[config.mk]
export PLATFORM = sky130hd
export DESIGN_NAME = decode_stage_flat
export DESIGN_NICKNAME = d
export VERILOG_FILES = /design/src/rtl/decode_stage_if.sv /design/src/rtl/decode_stage.sv /design/src/flat_wrapper.sv
export SDC_FILE = /design/constraint.sdc
export NUM_CORES = 2
export LEC_CHECK = 0
export ABC_AREA = 0
export CELL_PAD_IN_SITES_DETAIL_PLACEMENT = 1
export CELL_PAD_IN_SITES_GLOBAL_PLACEMENT = 1
export CORE_UTILIZATION = 46
export CTS_CLUSTER_SIZE = 24
export DETAILED_ROUTE_END_ITERATION = 10
export PLACE_DENSITY = 0.74
export SLEW_MARGIN = 40
export SYNTH_ARGS = -nofsm -noshare
export SYNTH_HDL_FRONTEND = slang
export SYNTH_SLANG_ARGS = --single-unit
export TNS_END_PERCENT = 100
[constraint.sdc]
create_clock -name clk -period 47.7 [get_ports clk]
set_input_delay 11.925 -clock clk [delete_from_list [all_inputs] [get_ports clk]]
set_output_delay 11.925 -clock clk [all_outputs]
set_load 0.01 [all_outputs]
[src/rtl/decode_stage_if.sv]
// Signal bundle between fetch/write-back (master side) and the RV32I decode stage (slave side).
interface decode_stage_if;
    logic        instr_valid;
    logic [31:0] instruction;
    logic [31:0] pc;
    logic        stall;
    logic        flush;
    logic        wb_write_en;
    logic [4:0]  wb_rd;
    logic [31:0] wb_data;

    logic        valid;
    logic [31:0] data1;
    logic [31:0] data2;
    logic [31:0] store_data;
    logic [31:0] imm;
    logic [31:0] pc_out;
    logic [4:0]  rs1;
    logic [4:0]  rs2;
    logic [4:0]  rd;
    logic [3:0]  alu_op;
    logic        reg_write;
    logic        mem_read;
    logic        mem_write;
    logic        is_branch;
    logic        illegal;

    modport master (
        output instr_valid, instruction, pc, stall, flush, wb_write_en, wb_rd, wb_data,
        input  valid, data1, data2, store_data, imm, pc_out, rs1, rs2, rd, alu_op,
               reg_write, mem_read, mem_write, is_branch, illegal
    );

    modport slave (
        input  instr_valid, instruction, pc, stall, flush, wb_write_en, wb_rd, wb_data,
        output valid, data1, data2, store_data, imm, pc_out, rs1, rs2, rd, alu_op,
               reg_write, mem_read, mem_write, is_branch, illegal
    );
endinterface

[src/rtl/decode_stage.sv]
// RV32I decode stage: 32x32 register file with write-back bypass, instruction decode,
// and a registered ID/EX stage with stall/flush.
module decode_stage #(
    parameter bit FORWARD_WB = 1'b1
) (
    input  logic          clk,
    input  logic          reset,
    decode_stage_if.slave bus
);
    localparam int DATA_W = 32;

    localparam logic [6:0] OP_REG    = 7'b0110011;
    localparam logic [6:0] OP_IMM    = 7'b0010011;
    localparam logic [6:0] OP_LOAD   = 7'b0000011;
    localparam logic [6:0] OP_STORE  = 7'b0100011;
    localparam logic [6:0] OP_BRANCH = 7'b1100011;
    localparam logic [6:0] OP_LUI    = 7'b0110111;

    typedef enum logic [3:0] {
        ALU_ADD  = 4'd0,
        ALU_SUB  = 4'd1,
        ALU_AND  = 4'd2,
        ALU_OR   = 4'd3,
        ALU_XOR  = 4'd4,
        ALU_SLT  = 4'd5,
        ALU_SLTU = 4'd6,
        ALU_SLL  = 4'd7,
        ALU_SRL  = 4'd8,
        ALU_SRA  = 4'd9
    } alu_op_e;

    typedef struct packed {
        logic [DATA_W-1:0] data1;
        logic [DATA_W-1:0] data2;
        logic [DATA_W-1:0] store_data;
        logic [DATA_W-1:0] imm;
        logic [DATA_W-1:0] pc;
        logic [4:0]        rs1;
        logic [4:0]        rs2;
        logic [4:0]        rd;
        alu_op_e           alu_op;
        logic              reg_write;
        logic              mem_read;
        logic              mem_write;
        logic              is_branch;
        logic              illegal;
    } idex_t;

    function automatic logic signed [DATA_W-1:0] imm_i(input logic [31:0] ins);
        return {{20{ins[31]}}, ins[31:20]};
    endfunction

    function automatic logic signed [DATA_W-1:0] imm_s(input logic [31:0] ins);
        return {{20{ins[31]}}, ins[31:25], ins[11:7]};
    endfunction

    function automatic logic signed [DATA_W-1:0] imm_b(input logic [31:0] ins);
        return {{19{ins[31]}}, ins[31], ins[7], ins[30:25], ins[11:8], 1'b0};
    endfunction

    function automatic logic signed [DATA_W-1:0] imm_u(input logic [31:0] ins);
        return {ins[31:12], 12'b0};
    endfunction

    // funct7[5] selects SUB only for register-register ops; ADDI has no subtract form.
    function automatic alu_op_e alu_from_funct(input logic [2:0] funct3, input logic alt,
                                               input logic is_reg);
        alu_op_e op;
        case (funct3)
            3'b000:  op = (alt && is_reg) ? ALU_SUB : ALU_ADD;
            3'b001:  op = ALU_SLL;
            3'b010:  op = ALU_SLT;
            3'b011:  op = ALU_SLTU;
            3'b100:  op = ALU_XOR;
            3'b101:  op = alt ? ALU_SRA : ALU_SRL;
            3'b110:  op = ALU_OR;
            default: op = ALU_AND;
        endcase
        return op;
    endfunction

    logic [DATA_W-1:0] regs [32];

    logic [6:0]        opcode_p0;
    logic [2:0]        funct3_p0;
    logic              alt_p0;
    logic [4:0]        rs1_p0;
    logic [4:0]        rs2_p0;
    logic [4:0]        rd_p0;
    logic [DATA_W-1:0] rs1_val_p0;
    logic [DATA_W-1:0] rs2_val_p0;
    logic              wb_hit_p0;
    logic              bubble_p0;
    idex_t             dec_p0;

    idex_t             idex_p1;
    logic              vld_p1;

    assign opcode_p0 = bus.instruction[6:0];
    assign funct3_p0 = bus.instruction[14:12];
    assign alt_p0    = bus.instruction[30];
    assign rs1_p0    = bus.instruction[19:15];
    assign rs2_p0    = bus.instruction[24:20];
    assign rd_p0     = bus.instruction[11:7];

    // x0 is never written, so its cleared entry keeps reading as zero.
    always_ff @(posedge clk or posedge reset) begin
        if (reset) begin
            for (int i = 0; i < 32; i++) begin
                regs[i] <= '0;
            end
        end else if (bus.wb_write_en && (bus.wb_rd != 5'd0)) begin
            regs[bus.wb_rd] <= bus.wb_data;
        end
    end

    assign wb_hit_p0 = FORWARD_WB && bus.wb_write_en && (bus.wb_rd != 5'd0);

    always_comb begin
        rs1_val_p0 = regs[rs1_p0];
        rs2_val_p0 = regs[rs2_p0];
        if (wb_hit_p0 && (bus.wb_rd == rs1_p0)) begin
            rs1_val_p0 = bus.wb_data;
        end
        if (wb_hit_p0 && (bus.wb_rd == rs2_p0)) begin
            rs2_val_p0 = bus.wb_data;
        end
    end

    // ---- p0: decode ----
    always_comb begin
        dec_p0            = '0;
        dec_p0.data1      = rs1_val_p0;
        dec_p0.data2      = rs2_val_p0;
        dec_p0.store_data = rs2_val_p0;
        dec_p0.pc         = bus.pc;
        dec_p0.rs1        = rs1_p0;
        dec_p0.rs2        = rs2_p0;
        dec_p0.rd         = rd_p0;
        dec_p0.alu_op     = ALU_ADD;
        case (opcode_p0)
            OP_REG: begin
                dec_p0.alu_op    = alu_from_funct(funct3_p0, alt_p0, 1'b1);
                dec_p0.reg_write = 1'b1;
            end
            OP_IMM: begin
                dec_p0.alu_op    = alu_from_funct(funct3_p0, alt_p0, 1'b0);
                dec_p0.imm       = imm_i(bus.instruction);
                dec_p0.data2     = imm_i(bus.instruction);
                dec_p0.reg_write = 1'b1;
            end
            OP_LOAD: begin
                dec_p0.imm       = imm_i(bus.instruction);
                dec_p0.data2     = imm_i(bus.instruction);
                dec_p0.mem_read  = 1'b1;
                dec_p0.reg_write = 1'b1;
            end
            OP_STORE: begin
                dec_p0.imm       = imm_s(bus.instruction);
                dec_p0.data2     = imm_s(bus.instruction);
                dec_p0.mem_write = 1'b1;
            end
            OP_BRANCH: begin
                dec_p0.alu_op    = ALU_SUB;
                dec_p0.imm       = imm_b(bus.instruction);
                dec_p0.is_branch = 1'b1;
            end
            OP_LUI: begin
                dec_p0.data1     = '0;
                dec_p0.imm       = imm_u(bus.instruction);
                dec_p0.data2     = imm_u(bus.instruction);
                dec_p0.reg_write = 1'b1;
            end
            default: begin
                dec_p0.illegal   = 1'b1;
            end
        endcase
    end

    // An empty fetch slot loads the same bubble as a flush; flush overrides stall.
    assign bubble_p0 = bus.flush || (!bus.stall && !bus.instr_valid);

    // ---- p1: ID/EX register ----
    always_ff @(posedge clk or posedge reset) begin
        if (reset) begin
            vld_p1  <= 1'b0;
            idex_p1 <= '0;
        end else if (bubble_p0) begin
            vld_p1  <= 1'b0;
            idex_p1 <= '0;
        end else if (!bus.stall) begin
            vld_p1  <= 1'b1;
            idex_p1 <= dec_p0;
        end
    end

    assign bus.valid      = vld_p1;
    assign bus.data1      = idex_p1.data1;
    assign bus.data2      = idex_p1.data2;
    assign bus.store_data = idex_p1.store_data;
    assign bus.imm        = idex_p1.imm;
    assign bus.pc_out     = idex_p1.pc;
    assign bus.rs1        = idex_p1.rs1;
    assign bus.rs2        = idex_p1.rs2;
    assign bus.rd         = idex_p1.rd;
    assign bus.alu_op     = idex_p1.alu_op;
    assign bus.reg_write  = idex_p1.reg_write;
    assign bus.mem_read   = idex_p1.mem_read;
    assign bus.mem_write  = idex_p1.mem_write;
    assign bus.is_branch  = idex_p1.is_branch;
    assign bus.illegal    = idex_p1.illegal;
endmodule

[src/flat_wrapper.sv]
// flat-port wrapper written by rule: the top's interface ports become plain ports
module decode_stage_flat 
#(
    parameter bit FORWARD_WB = 1'b1
)
  (clk, reset, bus_instr_valid, bus_instruction, bus_pc, bus_stall, bus_flush, bus_wb_write_en, bus_wb_rd, bus_wb_data, bus_valid, bus_data1, bus_data2, bus_store_data, bus_imm, bus_pc_out, bus_rs1, bus_rs2, bus_rd, bus_alu_op, bus_reg_write, bus_mem_read, bus_mem_write, bus_is_branch, bus_illegal);
  decode_stage_if bus_i ();
  input  logic clk;
  input  logic reset;
  input wire logic [$bits(bus_i.instr_valid)-1:0] bus_instr_valid;
  input wire logic [$bits(bus_i.instruction)-1:0] bus_instruction;
  input wire logic [$bits(bus_i.pc)-1:0] bus_pc;
  input wire logic [$bits(bus_i.stall)-1:0] bus_stall;
  input wire logic [$bits(bus_i.flush)-1:0] bus_flush;
  input wire logic [$bits(bus_i.wb_write_en)-1:0] bus_wb_write_en;
  input wire logic [$bits(bus_i.wb_rd)-1:0] bus_wb_rd;
  input wire logic [$bits(bus_i.wb_data)-1:0] bus_wb_data;
  output wire logic [$bits(bus_i.valid)-1:0] bus_valid;
  output wire logic [$bits(bus_i.data1)-1:0] bus_data1;
  output wire logic [$bits(bus_i.data2)-1:0] bus_data2;
  output wire logic [$bits(bus_i.store_data)-1:0] bus_store_data;
  output wire logic [$bits(bus_i.imm)-1:0] bus_imm;
  output wire logic [$bits(bus_i.pc_out)-1:0] bus_pc_out;
  output wire logic [$bits(bus_i.rs1)-1:0] bus_rs1;
  output wire logic [$bits(bus_i.rs2)-1:0] bus_rs2;
  output wire logic [$bits(bus_i.rd)-1:0] bus_rd;
  output wire logic [$bits(bus_i.alu_op)-1:0] bus_alu_op;
  output wire logic [$bits(bus_i.reg_write)-1:0] bus_reg_write;
  output wire logic [$bits(bus_i.mem_read)-1:0] bus_mem_read;
  output wire logic [$bits(bus_i.mem_write)-1:0] bus_mem_write;
  output wire logic [$bits(bus_i.is_branch)-1:0] bus_is_branch;
  output wire logic [$bits(bus_i.illegal)-1:0] bus_illegal;
  assign bus_i.instr_valid = bus_instr_valid;
  assign bus_i.instruction = bus_instruction;
  assign bus_i.pc = bus_pc;
  assign bus_i.stall = bus_stall;
  assign bus_i.flush = bus_flush;
  assign bus_i.wb_write_en = bus_wb_write_en;
  assign bus_i.wb_rd = bus_wb_rd;
  assign bus_i.wb_data = bus_wb_data;
  assign bus_valid = bus_i.valid;
  assign bus_data1 = bus_i.data1;
  assign bus_data2 = bus_i.data2;
  assign bus_store_data = bus_i.store_data;
  assign bus_imm = bus_i.imm;
  assign bus_pc_out = bus_i.pc_out;
  assign bus_rs1 = bus_i.rs1;
  assign bus_rs2 = bus_i.rs2;
  assign bus_rd = bus_i.rd;
  assign bus_alu_op = bus_i.alu_op;
  assign bus_reg_write = bus_i.reg_write;
  assign bus_mem_read = bus_i.mem_read;
  assign bus_mem_write = bus_i.mem_write;
  assign bus_is_branch = bus_i.is_branch;
  assign bus_illegal = bus_i.illegal;
  decode_stage #(.FORWARD_WB(FORWARD_WB)) u_core (.clk(clk), .reset(reset), .bus(bus_i));
endmodule
==> impl_metrics.toml <==
[routing]
wl_um = 222000
ant_nets = 0
drtIter0Drc = 4272
routed_via_density = 6.69
drtPass1Iterations = 6
wire_per_inst_um = 33.4
route.detailed.drc = 0
vias = 44400

[global_routing]
grt_max_degree = 137
grt_pass1_vias = 46500
grt_usage_pct = 32.1
antenna_found_initial = 4
gr-total-overflow = 0
grt_pass1_wl_um = 327000

[setup_path]
worstPathRequired_ns = 48.34
startpoint = "bus_instruction[21]"
crit_arrival_ns = 16.13
critPathMaxFanout = 51
crit_type = "in2reg"
cp-start-kind = "input pin"
cp_slowest_cell = "clkdlybuf4s50_1"
r2r-start = "u_core.regs[529]$_DFFE_PP0P_"
crit_family = "buffers and inverters"
worst_setup_path_end_kind = "register"
reg2reg_to = "u_core.bus.data1[17]$_DFFE_PP0P_"
r2r_cells = 4
reg2reg_slack_ns = 45.97
crit_end = "u_core.bus.data2[24]$_DFFE_PP0P_"
crit_cells = 8
path_common_cell = "buf_4"
cp_num_buf_inv = 3
crit_chain = "clkdlybuf4s50_1, and2_4, buf_4, buf_4, a22oi_1, nand3_1, and4_1, o21ai_0"
crit_path_max_incr_delay_ns = 0.82

[placement]
port_buffers = 291
gp_congestion = 0.826
dp.cells = 6409
pre_cts_slack_ns = 31.31
dp_hpwl_um = 125000

[floorplan]
start_util_pct = 46.4
boundaryPins = 292
core_region_area_um2 = 136000
die_w_um = 372
die_y_um = 372
num_rows = 135
die-area_um2 = 138000

[cells_and_area]
finalNetCount = 4874
final_cells = 6641
drive_gt1_share_pct = 34.6
multi_input_area_um2 = 30700
nFillCells = 13100
area_delta_synth_final_pct = 14.1
layout_commonest_cell = "dfrtp_1"
final_cell_mix = "dfrtp_1 (1209), mux2_2 (965), mux2i_1 (578), clkdlybuf4s50_1 (274), mux4_2 (256)"
seqCellArea_um2 = 30300

[cts]
clkSlewWorstSetupHoldPaths_ns = 0.06
cts_buffers = 134
post_cts_resized = 0
clockBufferDepth = 3
cts-root-buf = "clkbuf_16"
cts-htree-levels = 4
cts_sinks = 1209
cts_tree = "yes"
cts_setup_buffers = 0
cts_hold_buf = 0
clk-insertion-delay-late_ns = 0.78

[pwr]
p_per_area_nw_per_um2 = 40.9
peakVddDrop_v = 0.0000395
p_leak_nw = 32.1
power_mw = 2.94

[logic_synthesis]
syn_area_per_cell_um2 = 13.3
syn_inst = 4727
synth_seq_area_share_pct = 48.0
ys_types = 57
netlist_area_um2 = 63000
synth-seq-cells = 1209
syn-num-nets = 4834
yosys_warnings = 0
synthFlopType = "dfrtp_1"
ys_async_sr_fraction_pct = 100
synth_edf_count = 0

[timing]
final-max-slew-violation-count = 0
skew_ns = 0.0181
tns_ns = 0
slew_headroom_pct = 38.0
finalCritPeriodShare_pct = 32.5
tightest_slew_ns = 0.930
setup_viol = 0
rsz0062_at_grt = "false"
fmax_mhz = 64.6
hold_viol = 0
hold_ws_ns = 0.394
setup_ws_ns = 32.21
post-route-min-period_ns = 15.49

[run]
maxCapViolCount = 0

[outcome]
status = "complete, no violations"

[min_path]
hold_path_class = "reg2reg"
[report_power, final]
group | internal, mW | switching (mW)
clock network | 0.632 | 0.434
registers | 1.20 | 0.137
logic | 0.302 | 0.243
total | 2.13 | 0.814
[synthesized netlist by cell type (3+ instances only)]
| cell | count | area, um^2 |
|---|---|---|
| and4_1 | 32 | 280 |
| a22oi_1 | 228 | 1710 |
| a22o_1 | 50 | 438 |
| nor3b_1 | 5 | 37.5 |
| mux2_1 | 31 | 349 |
| xor2_1 | 6 | 52.6 |
| nor2b_1 | 6 | 37.5 |
| nand3_1 | 165 | 826 |
| o21ai_1 | 20 | 100 |
| and3_1 | 3 | 18.8 |
| or2_2 | 4 | 25.0 |
| dfrtp_1 | 1209 | 30300 |
| buf_1 | 61 | 229 |
| a32oi_1 | 32 | 280 |
| a21oi_1 | 75 | 375 |
| nor2_1 | 43 | 161 |
| inv_1 | 9 | 33.8 |
| a21o_1 | 12 | 90.1 |
| buf_6 | 6 | 67.6 |
| mux4_2 | 256 | 5770 |
| mux2i_1 | 578 | 5790 |
| mux2_2 | 965 | 10900 |
| nand3b_1 | 5 | 37.5 |
| nand2b_1 | 3 | 18.8 |
| buf_2 | 136 | 681 |
| a222oi_1 | 31 | 310 |
| o21ai_0 | 86 | 430 |
| o211ai_1 | 64 | 480 |
| nor3_2 | 3 | 30.0 |
| nand2_1 | 198 | 743 |
| buf_4 | 24 | 180 |
| mux2_4 | 60 | 901 |
| clkbuf_1 | 286 | 1070 |
| xnor2_1 | 5 | 43.8 |
[per-layer routing]
layer | global-route usage (%) | share of wire (%)
met5 | 0 | 0
met4 | 12.3 | 4.0
met3 | 6.36 | 7.9
met2 | 49.0 | 45
met1 | 45.1 | 43
[sequential cells by signal (all words and copies together) (netlist names), 4 cells and up]
name and count:
u_core.bus.store_data 32, u_core.bus.alu_op 4, u_core.bus.pc_out 32, u_core.regs 1024, u_core.bus.data2 32, u_core.bus.rd 5, u_core.bus.rs2 5, u_core.bus.imm 32
u_core.bus.rs1 5, u_core.bus.data1 32
[how the worst min path moves through the flow]
stage                                             start                             to  slack (ns)  cells past startpoint
after detailed placement  u_core.regs[1015]$_DFFE_PP0P_  u_core.regs[1015]$_DFFE_PP0P_        0.39                      0
final                      u_core.regs[993]$_DFFE_PP0P_   u_core.regs[993]$_DFFE_PP0P_        0.39                      0
after global routing      u_core.regs[1015]$_DFFE_PP0P_  u_core.regs[1015]$_DFFE_PP0P_        0.41                      0
after CTS                 u_core.regs[1018]$_DFFE_PP0P_  u_core.regs[1018]$_DFFE_PP0P_        0.40                      0
after global placement    u_core.regs[1006]$_DFFE_PP0P_  u_core.regs[1006]$_DFFE_PP0P_        0.38                      0
after floorplan           u_core.regs[1000]$_DFFE_PP0P_  u_core.regs[1000]$_DFFE_PP0P_        0.45                      1
[kinds of logic after synthesis]
logic type | Yosys count | synth area share, %
simple gates | 484 | 3.74
buf+inv | 522 | 3.60
mux | 1890 | 37.6
compound gates | 611 | 6.91
flops | 1209 | 48.0
xor+xnor | 11 | 0.153
[layout make-up]
cell class,instances,area share [%]
flip-flops and latches,1209,42.1
multi-input cells,2996,42.8
clock inverters,27,0.473
diodes,1,0.00348
repair buffers,417,5.83
inverters,9,0.0644
clock buffers,201,5.69
well taps,1781,3.10
[through the flow]
step                      util, %  area [um^2]
after floorplan                 -        63000
after global placement       49.5        67100
after detailed placement     49.7        67400
after CTS                    52.9        71800
after global routing         53.0        71900
final                        53.0        71900
(Power assumes the default switching activity.)
